==> src/rtl/wave_capture_ctrl.sv <==
// Capture-and-swap controller for the double-buffered waveform display RAM.
// Arms on a rising zero crossing (or a timeout), fills the hidden half, then swaps halves when the display is idle.
module wave_capture_ctrl #(
  parameter int DECIM   = 1,
  parameter int TIMEOUT = 4096
) (
  input  logic               clk,
  input  logic               reset,
  input  logic               new_sample_ready,
  input  logic signed [15:0] new_sample_in,
  input  logic               wave_display_idle,
  output logic [8:0]         write_address,
  output logic               write_enable,
  output logic [7:0]         write_sample,
  output logic               read_index,
  output logic               capturing
);

  localparam logic [1:0] S_ARMED  = 2'd0;
  localparam logic [1:0] S_ACTIVE = 2'd1;
  localparam logic [1:0] S_WAIT   = 2'd2;

  localparam int             TW       = $clog2(TIMEOUT + 2);
  localparam logic [TW-1:0]  TMO_LAST = TW'(TIMEOUT);
  localparam logic [3:0]     DEC_LAST = 4'(DECIM - 1);

  // Offset-binary conversion of the sample's top byte; 0x80 is the zero level.
  function automatic logic [7:0] to_offset_bin(input logic signed [15:0] s);
    return s[15:8] ^ 8'h80;
  endfunction

  logic [1:0]    state_q, state_d;
  logic          prev_q, prev_d;
  logic [TW-1:0] tmo_q, tmo_d, tmo_inc;
  logic [7:0]    idx_q, idx_d;
  logic [3:0]    dec_q, dec_d, dec_inc;
  logic          ri_q, ri_d;
  logic          we_q, we_d;
  logic [8:0]    addr_q, addr_d;
  logic [7:0]    data_q, data_d;
  logic          cap_q, cap_d;
  logic          crossing, forced;

  always_comb begin
    state_d  = state_q;
    prev_d   = prev_q;
    tmo_d    = tmo_q;
    idx_d    = idx_q;
    dec_d    = dec_q;
    ri_d     = ri_q;
    we_d     = 1'b0;
    addr_d   = addr_q;
    data_d   = data_q;
    tmo_inc  = tmo_q + 1'b1;
    dec_inc  = (dec_q == DEC_LAST) ? 4'd0 : dec_q + 4'd1;
    crossing = prev_q && !new_sample_in[15];
    forced   = (TIMEOUT != 0) && (tmo_inc == TMO_LAST);

    case (state_q)
      S_ARMED: begin
        if (new_sample_ready) begin
          prev_d = new_sample_in[15];
          tmo_d  = tmo_inc;
          if (crossing || forced) begin
            we_d    = 1'b1;
            addr_d  = {~ri_q, 8'd0};
            data_d  = to_offset_bin(new_sample_in);
            idx_d   = 8'd1;
            dec_d   = 4'd0;
            tmo_d   = '0;
            state_d = S_ACTIVE;
          end
        end
      end
      S_ACTIVE: begin
        if (new_sample_ready) begin
          dec_d = dec_inc;
          if (dec_inc == 4'd0) begin
            we_d   = 1'b1;
            addr_d = {~ri_q, idx_q};
            data_d = to_offset_bin(new_sample_in);
            idx_d  = idx_q + 8'd1;
            if (idx_q == 8'd255) state_d = S_WAIT;
          end
        end
      end
      S_WAIT: begin
        // Samples arriving here are dropped; the swap only waits for the display to leave the waveform.
        if (wave_display_idle) begin
          ri_d    = ~ri_q;
          prev_d  = 1'b0;
          tmo_d   = '0;
          state_d = S_ARMED;
        end
      end
      default: state_d = S_ARMED;
    endcase

    cap_d = (state_d == S_ACTIVE);
  end

  always_ff @(posedge clk) begin
    if (reset) begin
      state_q <= S_ARMED;
      prev_q  <= 1'b0;
      tmo_q   <= '0;
      idx_q   <= 8'd0;
      dec_q   <= 4'd0;
      ri_q    <= 1'b0;
      we_q    <= 1'b0;
      addr_q  <= 9'd0;
      data_q  <= 8'd0;
      cap_q   <= 1'b0;
    end else begin
      state_q <= state_d;
      prev_q  <= prev_d;
      tmo_q   <= tmo_d;
      idx_q   <= idx_d;
      dec_q   <= dec_d;
      ri_q    <= ri_d;
      we_q    <= we_d;
      addr_q  <= addr_d;
      data_q  <= data_d;
      cap_q   <= cap_d;
    end
  end

  assign write_address = addr_q;
  assign write_enable  = we_q;
  assign write_sample  = data_q;
  assign read_index    = ri_q;
  assign capturing     = cap_q;

endmodule

==> config.mk <==
export PLATFORM = sky130hd
export DESIGN_NAME = wave_capture_ctrl
export DESIGN_NICKNAME = d
export VERILOG_FILES = /design/src/rtl/wave_capture_ctrl.sv
export SDC_FILE = /design/constraint.sdc
export NUM_CORES = 1
export LEC_CHECK = 0
export ABC_AREA = 1
export ABC_CLOCK_PERIOD_IN_PS = 2800
export CORE_ASPECT_RATIO = 0.8
export CORE_MARGIN = 5
export CORE_UTILIZATION = 55
export CTS_BUF_LIST = sky130_fd_sc_hd__clkbuf_4 sky130_fd_sc_hd__clkbuf_8
export DETAILED_ROUTE_END_ITERATION = 10
export PLACE_DENSITY = 0.86
export SLEW_MARGIN = 20
export SYNTH_ARGS = -nofsm -noshare
export SYNTH_HDL_FRONTEND = slang
export SYNTH_SLANG_ARGS = --single-unit
==> constraint.sdc <==
create_clock -name clk -period 2.8 [get_ports clk]
set_input_delay 0.56 -clock clk [delete_from_list [all_inputs] [get_ports clk]]
set_output_delay 0.56 -clock clk [all_outputs]
set_load 0.02 [all_outputs]
Word-level counts from Yosys, hierarchy flattened
Index checks and enable logic that the tools add are counted.

word-level totals
  bits in registers = 48
  input bits = 20
  logic and storage cells = 76

cells by class
  $add $sub $neg = 3
  equal/unequal tests = 10
  muxes and demuxes = 39
  bitwise operators = 2
  reductions and logical operators = 12

operators with widths
  cell                                           number
  two-way mux 8 bit                              8
  two-way mux 13 bit                             3
  two-way mux 9 bit                              4
  one-hot mux 8 bit (2 select lines)             2
  one-hot mux 13 bit (2 select lines)            1
  one-hot mux 9 bit (2 select lines)             1
  two-way mux 4 bit                              4
  adder 13 x 1 -> 13 bit, second input constant  1
  == test 13 bit, second input constant          1
  two-way mux 2 bit                              6
  != test 2 bit, second input constant           5
  adder 8 x 1 -> 8 bit, second input constant    1
  == test 8 bit, second input constant           1
  zero test 4 bit                                2
  one-hot mux 4 bit (2 select lines)             1
  two-way mux 1 bit                              6
  one-hot mux 2 bit (3 select lines)             1
  AND reduction 5 bit                            1
  adder 4 x 1 -> 4 bit, second input constant    1
  == test 2 x 1 -> 1 bit, second input constant  2
  one-hot mux 1 bit (2 select lines)             2
  AND reduction 4 bit                            1
  nonzero test 2 bit                             2
  AND reduction 3 bit                            1
  other kinds (7)                                8

Logic depth before layout (Yosys ltp)
Gate-level depths: netlist of the first run.

  word-level depth = 7
  gate-level depth with buffers = 16
  depth with buffers taken out = 15

Least setup slack after synthesis of the first run
OpenSTA, ideal clock, no wires.

  path type = register to register
  start point = register dec_q[0]
  end point = register idx_q[4]
  arrival time = 1.732 ns
  setup slack = 0.957 ns
  cell stages (with the launch flop) = 10
  clock period less this slack = 1.843 ns
  cell sequence = dfxtp_1 -> ha_1 -> xor2_1 -> o21ai_0 -> nand3_1 -> a21oi_1 -> clkbuf_1 -> nand3_1 -> nand2_1 -> nor2_1

on the way
  word-level cells in the longest chain between the ends = 5
  elaborated cells on any way between the ends = 6
  those cells by class = add/sub (1); eq/ne (1); mux (1); reduce/logical (3)

ends and longest elaborated chain
  item                                                            RTL line  source
  from (decl)                                                     36        logic [3:0] dec_q, dec_d, dec_inc;
  from (signal assigned)                                          108       dec_q <= 4'd0;
  from (signal assigned)                                          119       dec_q <= dec_d;
  adder 4 x 1 -> 4 bit / zero test 4 bit (equally long branches)  55        dec_inc = (dec_q == DEC_LAST) ? 4'd0 : dec_q + 4'd1;
  two-way mux 4 bit (*)                                           55
  zero test 4 bit (*)                                             78        if (dec_inc == 4'd0) begin
  != test 2 bit (no line) (*)                                     -
  AND reduction 5 bit (no line) (*)                               -
  to (signal assigned)                                            118       idx_q <= idx_d;
  to (decl)                                                       35        logic [7:0] idx_q, idx_d;

Every way passes the cells marked *; elsewhere a longest branch is shown, timed or not.
A chain may end at the register's enable or synchronous reset.

Worst setup path after layout of the first run
  start point = register tmo_q[0]
  end point = register idx_q[3]

on the way
  word-level cells in the longest chain between the ends = 5

ends and longest elaborated chain
  item                           RTL line  source
  from (decl)                    34        logic [TW-1:0] tmo_q, tmo_d, tmo_inc;
  from (signal assigned)         117       tmo_q <= tmo_d;
  adder 13 x 1 -> 13 bit         54        tmo_inc = tmo_q + 1'b1;
  == test 13 bit                 57        forced = (TIMEOUT != 0) && (tmo_inc == TMO_LAST);
  logical OR 1 bit               64        if (crossing || forced) begin
  != test 2 bit (no line)        -
  AND reduction 5 bit (no line)  -

Every way passes these cells.

==> Implementation_results.wiki, run 1 <==
{| class="wikitable"
! Metric !! Value
|-
| Run status || finished clean
|-
| Total Wirelength || 5.47 mm
|-
| Largest fanout of any net on the critical path || 15
|-
| Final Util || 0.680
|-
| # fillers || 366
|-
| Most frequent cells in the layout || sky130_fd_sc_hd__nand2_1 (98), sky130_fd_sc_hd__nor2_1 (71), sky130_fd_sc_hd__dfxtp_1 (48)
|-
| Effective utilization at floorplan || 0.576
|-
| RSZ-0062 raised after global routing || false
|-
| Via count of the first global-routing pass || 2232
|-
| Die boundary width || 84.4 µm
|-
| Setup fix buffers added after clock tree synthesis || 0
|-
| Maximum clock path buffer count || 2
|-
| Clock-pin slew on the worst setup and hold paths || 0.08 ns
|-
| Xor/xnor cell area share of the yosys netlist || 0.0144
|-
| Post-cts resize count || 0
|-
| Final period demand of the worst path || 2.26 ns
|-
| Clock skew || 0.00592 ns
|-
| Post-synthesis sequential area ratio || 0.395
|-
| Setup Crit Path Kind || flip-flop to flip-flop
|-
| Period utilisation layout || 0.806
|-
| Gp weighted congestion || 0.921
|-
| Total die area || 0.00587 mm²
|-
| Pwr Density || 437 mW/mm²
|-
| Buffers plus inverters on the worst setup path || 3
|-
| Input/output buffers || 31
|-
| Total leakage power || 1.19 nW
|-
| Cells after synthesis || 367
|-
| Hold Path Class || flip-flop to flip-flop
|-
| Register bit count reported by yosys || 48
|-
| Proportion of synthesized area in mux cells || 0
|-
| Total of hold buffers inserted after clock tree synthesis || 0
|-
| Count of final max-slew check failures || 0
|-
| Number of design rule violations left after detail routing || 0
|-
| Drt via density || 5.21
|-
| Routed length per instance || 12.0 µm
|-
| Area share of fa/ha/maj cells after synthesis || 0.0206
|-
| Std-Cell Core Area || 0.00423 mm²
|-
| CTS tree || yes
|-
| Largest delay share family, worst path || simple AND/OR/NAND/NOR gates
|-
| Dominant combinational cell family by area after synthesis || simple AND/OR/NAND/NOR gates
|-
| GRT Residual Overflow || 0
|-
| Share of the synthesized area in compound gates (AO/OA/AOI/OAI) || 0.0832
|-
| Post-synthesis share of cell area spent on and, or, nand and nor gates || 0.411
|-
| Final Hold Fails || 0
|-
| Slew margin rel. || 0.565
|-
| H-tree depth || 2
|-
| Slew at the pin closest to its max-slew limit || 0.653 ns
|-
| Fin nets || 422
|-
| Count of synthesis-stage warnings from yosys || 0
|-
| Vias || 2370
|-
| Synthesized area || 0.00243 mm²
|-
| Die Height || 69.5 µm
|-
| Required time at the endpoint of the critical path || 3.03 ns
|-
| Antenna violations before repair || 0
|-
| Highest clock rate || 0.443 GHz
|-
| Critical path arrival || 2.48 ns
|-
| First-pass GRT wire length || 9.62 mm
|-
| Worst hold slack across all endpoints || 0.471 ns
|-
| Category of the worst setup path capture point || flip-flop
|-
| Min setup slack post-route || 0.543 ns
|-
| Highest cell delay on the worst timing path || 0.39 ns
|-
| Number of failing setup endpoints in the final timing report || 0
|-
| Max Cap Violations || 0
|-
| Pre-Repair DR Iteration Count || 4
|-
| Highest ir drop seen on vdd || 0.343 mV
|-
| Clock insertion delay at the later pin of the skew report || 0.29 ns
|-
| Synth unique cells || 30
|-
| Slowest-stage cell, CP || sky130_fd_sc_hd__dfxtp_1
|-
| Critical path launch point type || flip-flop
|-
| Number of inserted diodes || 0
|-
| Fin Setup TNS || 0 ns
|-
| Maximum number of pins on one net before global-route repair || 28
|-
| Cells along the critical path || ha_1 > nand3_1 > inv_1 > nand2_1 > nand2_1 > nand2_1 > inv_1 > nand3_1 > nor2_1 > nand3_2 > nand3_4 > nand2_4 > inv_4 > nor2_1 > nor2_1
|-
| Clock sinks || 48
|-
| Number of antenna-violating nets in the routed design || 0
|-
| Top-Level Pins || 40
|-
| CTS Buf Count || 5
|-
| Most common cell after layout, fill and taps aside || sky130_fd_sc_hd__nand2_1
|-
| Area Overhead vs Synth || 18.1%
|-
| HPWL Detailed || 3.96 mm
|-
| Nets in the synthesized netlist || 391
|-
| Pre-CTS setup slack || 0.403 ns
|-
| Number of DRC markers in iteration 0 || 139
|-
| Design Power || 1.26 mW
|-
| Layout cells sized above 1 || 0.0628
|-
| Global-route usage over all layers || 0.195
|-
| Mean instance size in the synthesized netlist || 6.63 µm²
|-
| Root Driver || sky130_fd_sc_hd__clkbuf_8
|-
| Number of rows created at floorplan || 21
|}
## path summary, 6_finish.rpt
kind	end	cells past startpoint	startpoint	slack (ns)
hold reg to reg	write_address[1]	2	write_address[1]	0.47
setup / recovery	idx_q[3]	15	tmo_q[0]	0.54
hold / removal	write_address[1]	2	write_address[1]	0.47
setup reg to reg	idx_q[3]	15	tmo_q[0]	0.54
## synth_stat cells
cell type,number,area (µm²)
sky130_fd_sc_hd__nor2_4,1,11.3
sky130_fd_sc_hd__inv_4,1,6.26
sky130_fd_sc_hd__xor2_1,4,35.0
sky130_fd_sc_hd__o21ai_0,5,25.0
sky130_fd_sc_hd__ha_1,4,50.1
sky130_fd_sc_hd__inv_1,31,116
sky130_fd_sc_hd__clkbuf_1,7,26.3
sky130_fd_sc_hd__nand2_1,98,368
sky130_fd_sc_hd__nand3b_1,9,67.6
sky130_fd_sc_hd__nand3_2,1,10.0
sky130_fd_sc_hd__nand3_4,1,17.5
sky130_fd_sc_hd__or2_2,4,25.0
sky130_fd_sc_hd__buf_1,1,3.75
sky130_fd_sc_hd__o21a_1,1,7.51
sky130_fd_sc_hd__nor2_1,71,267
sky130_fd_sc_hd__nor3b_1,1,7.51
sky130_fd_sc_hd__buf_2,2,10.0
sky130_fd_sc_hd__buf_6,2,22.5
sky130_fd_sc_hd__or2_0,1,6.26
sky130_fd_sc_hd__nand2_4,1,11.3
sky130_fd_sc_hd__o22ai_1,1,6.26
sky130_fd_sc_hd__o21bai_1,1,7.51
sky130_fd_sc_hd__nor2_2,1,6.26
sky130_fd_sc_hd__dfxtp_1,48,961
sky130_fd_sc_hd__a21oi_1,28,140
sky130_fd_sc_hd__o21ai_2,1,8.76
sky130_fd_sc_hd__nand2_2,1,6.26
sky130_fd_sc_hd__nand3_1,37,185
sky130_fd_sc_hd__a22oi_1,1,7.51
sky130_fd_sc_hd__nand4_1,2,12.5
## power by group
| part | switching, mW | internal (mW) |
|---|---|---|
| Clock | 0.216 | 0.180 |
| Sequential | 0.0144 | 0.700 |
| Combinational | 0.0873 | 0.0590 |
| Total | 0.318 | 0.939 |
## metal layers
metal / global-route usage / vias to the layer above / share of wire
met5: 0 / - / 0
met4: 0.0721 / 0 / 0.020
met3: 0.0380 / 14 / 0.049
met2: 0.310 / 66 / 0.46
met1: 0.261 / 1067 / 0.48
li1: - / 1223 / -
## worst min-delay path, stage by stage (launching register included)
cell and delay, ns:
sky130_fd_sc_hd__dfxtp_1 0.31, sky130_fd_sc_hd__nand2_1 0.06, sky130_fd_sc_hd__a21oi_1 0.05
## through the flow
stage | cell area, µm² | std cells
after global placement | 2800 | 448
after detailed placement | 2800 | 448
after global routing | 2880 | 455
after floorplan | 2430 | 367
after CTS | 2880 | 455
final | 2880 | 455
## logic make-up (layout without fill, tap and decap cells)
group,count (synthesis),after routing
buf+inv,44,75
compound gates,38,38
fa+ha+maj,4,4
simple gates,229,229
xor+xnor,4,4
flops,48,48
## registers in the layout (all words and copies together), names as in the netlist
register / cells
state_q: 2
write_enable: 1
prev_q: 1
idx_q: 8
capturing: 1
tmo_q: 13
write_address: 9
write_sample: 8
read_index: 1
dec_q: 4
## layout make-up
type / instances / area (µm²) / share of cell area
clock buffer: 6 / 76.3 / 0.0265
clock inverter: 1 / 5.00 / 0.00174
inverter: 32 / 123 / 0.0426
multi-input combinational: 275 / 1290 / 0.449
sequential: 48 / 961 / 0.334
tap: 57 / 71.3 / 0.0248
timing repair buffer: 36 / 348 / 0.121
(Power assumes the default switching activity.)
==> run 2, diff against run 1 <==
--- a/config.mk
+++ b/config.mk
@@ -6,7 +6,7 @@
 export NUM_CORES = 1
 export LEC_CHECK = 0
 export ABC_AREA = 1
-export ABC_CLOCK_PERIOD_IN_PS = 2800
+export ABC_CLOCK_PERIOD_IN_PS = 2100
 export CORE_ASPECT_RATIO = 0.8
 export CORE_MARGIN = 5
 export CORE_UTILIZATION = 55
==> constraint.sdc (replaced) <==
create_clock -name clk -period 2.1 [get_ports clk]
set_input_delay 0.42 -clock clk [delete_from_list [all_inputs] [get_ports clk]]
set_output_delay 0.42 -clock clk [all_outputs]
set_load 0.02 [all_outputs]
==> run 2 against run 1 <==
Net effect: clock power is 82% higher; final cell count is 1.5% higher; cell area is 5.6% higher; clock-buffer cell count is 1 higher; critical path depth is 6 lower; global-route usage is 0.42 points higher; critical path type unchanged; critical endpoint is now idx_q[4]; largest cell class unchanged; largest power group unchanged.
==> Implementation_results.wiki, run 2 (synthesis gave the netlist of run 1 again) <==
{| class="wikitable"
! Metric !! Value
|-
| Most common cell after layout, fill and taps aside || sky130_fd_sc_hd__nand2_1
|-
| Largest register FFs || 13
|-
| Met2 demand-to-capacity share in global routing || 0.327
|-
| Number of failing setup endpoints in the final timing report || 0
|-
| Run status || finished clean
|-
| Max Cap Violations || 0
|-
| RSZ-0062 raised after global routing || true
|-
| Count of final max-slew check failures || 0
|-
| Pre-Repair DR Iteration Count || 4
|-
| Clock-pin slew on the worst setup and hold paths || 0.09 ns
|-
| Die boundary width || 84.4 µm
|-
| Total Wirelength || 5.84 mm
|-
| Required time at the endpoint of the critical path || 2.30 ns
|-
| Clock skew || 0.00477 ns
|-
| Highest clock rate || 0.498 GHz
|-
| HPWL Detailed || 3.96 mm
|-
| Min setup slack post-route || 0.0933 ns
|-
| Input/output buffers || 31
|-
| Total leakage power || 1.24 nW
|-
| Root Driver || sky130_fd_sc_hd__clkbuf_8
|-
| Total die area || 0.00587 mm²
|-
| Global-route layer with the greatest usage || met2
|-
| Layout cells sized above 1 || 0.116
|-
| Effective utilization at floorplan || 0.576
|-
| H-tree depth || 2
|-
| Die Height || 69.5 µm
|-
| Drt via density || 5.17
|-
| Hold Path Class || flip-flop to flip-flop
|-
| Via count of the first global-routing pass || 2253
|-
| GRT Residual Overflow || 0
|-
| Global-route met1 utilization || 0.262
|-
| Highest ir drop seen on vdd || 0.449 mV
|-
| Fin nets || 428
|-
| Final Hold Fails || 0
|-
| Number of design rule violations left after detail routing || 0
|-
| Final Util || 0.718
|-
| # fillers || 344
|-
| Std-Cell Core Area || 0.00423 mm²
|-
| Global-route usage over all layers || 0.199
|-
| Antenna violations before repair || 0
|-
| Area post-placement || 0.00282 mm²
|-
| Pwr Density || 622 mW/mm²
|-
| Total non-filler cell area in the finished layout || 0.00304 mm²
|-
| Most frequent cells in the layout || sky130_fd_sc_hd__nand2_1 (98), sky130_fd_sc_hd__nor2_1 (68), sky130_fd_sc_hd__dfxtp_1 (42)
|-
| Placed instance count || 451
|-
| Number of DRC markers in iteration 0 || 184
|-
| Number of inserted diodes || 0
|-
| Setup Crit Path Kind || flip-flop to flip-flop
|-
| First-pass GRT wire length || 9.74 mm
|-
| Fin Setup TNS || 0 ns
|-
| Number of stages on the worst hold path || 2
|-
| Maximum clock path buffer count || 2
|-
| Design Power || 1.89 mW
|-
| Slew margin rel. || 0.569
|-
| Pre-CTS setup slack || -0.112 ns
|-
| Critical path launch point type || flip-flop
|-
| Area Overhead vs Synth || 24.8%
|-
| Critical Path Source || dec_q[0]
|-
| Clock sinks || 48
|-
| Worst reg2reg startpoint || dec_q[0]
|-
| M3 GR Usage || 0.0368
|-
| Vias || 2390
|-
| Number of non-filler instances in the completed layout || 462
|-
| Gp weighted congestion || 0.899
|-
| Category of the worst setup path capture point || flip-flop
|-
| Routed length per instance || 12.6 µm
|-
| Period utilisation layout || 0.956
|-
| Final period demand of the worst path || 2.01 ns
|-
| R2R cell count || 9
|-
| CTS Buf Count || 5
|-
| Top-Level Pins || 40
|-
| Register with the most flip-flops || tmo_q
|-
| Clock insertion delay at the later pin of the skew report || 0.30 ns
|-
| Number of rows created at floorplan || 21
|-
| Largest fanout of any net on the critical path || 13
|-
| CTS tree || yes
|-
| Critical path arrival || 2.21 ns
|-
| Hold Startpoint || write_address[4]
|-
| Worst hold slack across all endpoints || 0.471 ns
|-
| Total of hold buffers inserted after clock tree synthesis || 0
|-
| Slew at the pin closest to its max-slew limit || 0.646 ns
|-
| Maximum number of pins on one net before global-route repair || 22
|-
| Number of antenna-violating nets in the routed design || 0
|}
==> run 2: power breakdown <==
group | leakage, nW | switching [mW] | internal (mW)
combinational | 0.783 | 0.125 | 0.0878
sequential | 0.392 | 0.0207 | 0.934
clock | 0.0645 | 0.302 | 0.420
==> run 2: metal layers <==
metal	wire length, µm	part of all wire	vias to the layer above
li1	-	-	1231
met1	2690	0.46	1092
met2	2780	0.48	60
met3	312	0.053	7
met4	59	0.010	0
met5	0	0	-
==> run 2: area by class of cell <==
type | instances | area (µm²) | share of cell area
Clock buffer | 7 | 96.3 | 0.0317
Clock inverter | 1 | 30.0 | 0.00988
Inverter | 32 | 133 | 0.0437
Multi-Input combinational cell | 275 | 1340 | 0.442
Sequential cell | 48 | 971 | 0.320
Tap cell | 57 | 71.3 | 0.0235
Timing Repair Buffer | 42 | 393 | 0.129
==> run 2: worst paths after layout <==
| path | to | slack, ns |
|---|---|---|
| hold reg to reg | write_address[4] | 0.47 |
| setup reg to reg | idx_q[4] | 0.09 |
| setup / recovery | idx_q[4] | 0.09 |
| hold / removal | write_address[4] | 0.47 |
==> run 2: what timing repair did <==
action / CTS / global route
pin swaps: 0 / 2
endpoints found under the setup margin: 18 / 45
setup buffers: 3 / 0
resized for setup: 5 / 16
==> run 2: critical path: stages (launching register included) <==
cell and delay, ns:
sky130_fd_sc_hd__dfxtp_1 0.35, sky130_fd_sc_hd__ha_1 0.22, sky130_fd_sc_hd__xor2_1 0.17, sky130_fd_sc_hd__o21ai_0 0.19, sky130_fd_sc_hd__nand3_1 0.15, sky130_fd_sc_hd__a21oi_2 0.34, sky130_fd_sc_hd__buf_4 0.26, sky130_fd_sc_hd__nand3_1 0.11
sky130_fd_sc_hd__nand2_1 0.07, sky130_fd_sc_hd__nor2_1 0.05
==> run 3, diff against run 2 <==
--- a/config.mk
+++ b/config.mk
@@ -11,6 +11,7 @@
 export CORE_MARGIN = 5
 export CORE_UTILIZATION = 55
 export CTS_BUF_LIST = sky130_fd_sc_hd__clkbuf_4 sky130_fd_sc_hd__clkbuf_8
+export CTS_CLUSTER_DIAMETER = 50
 export DETAILED_ROUTE_END_ITERATION = 10
 export PLACE_DENSITY = 0.86
 export SLEW_MARGIN = 20
==> results of run 3 <==
Final layout, timing and power as in run 2 (identical DEF).
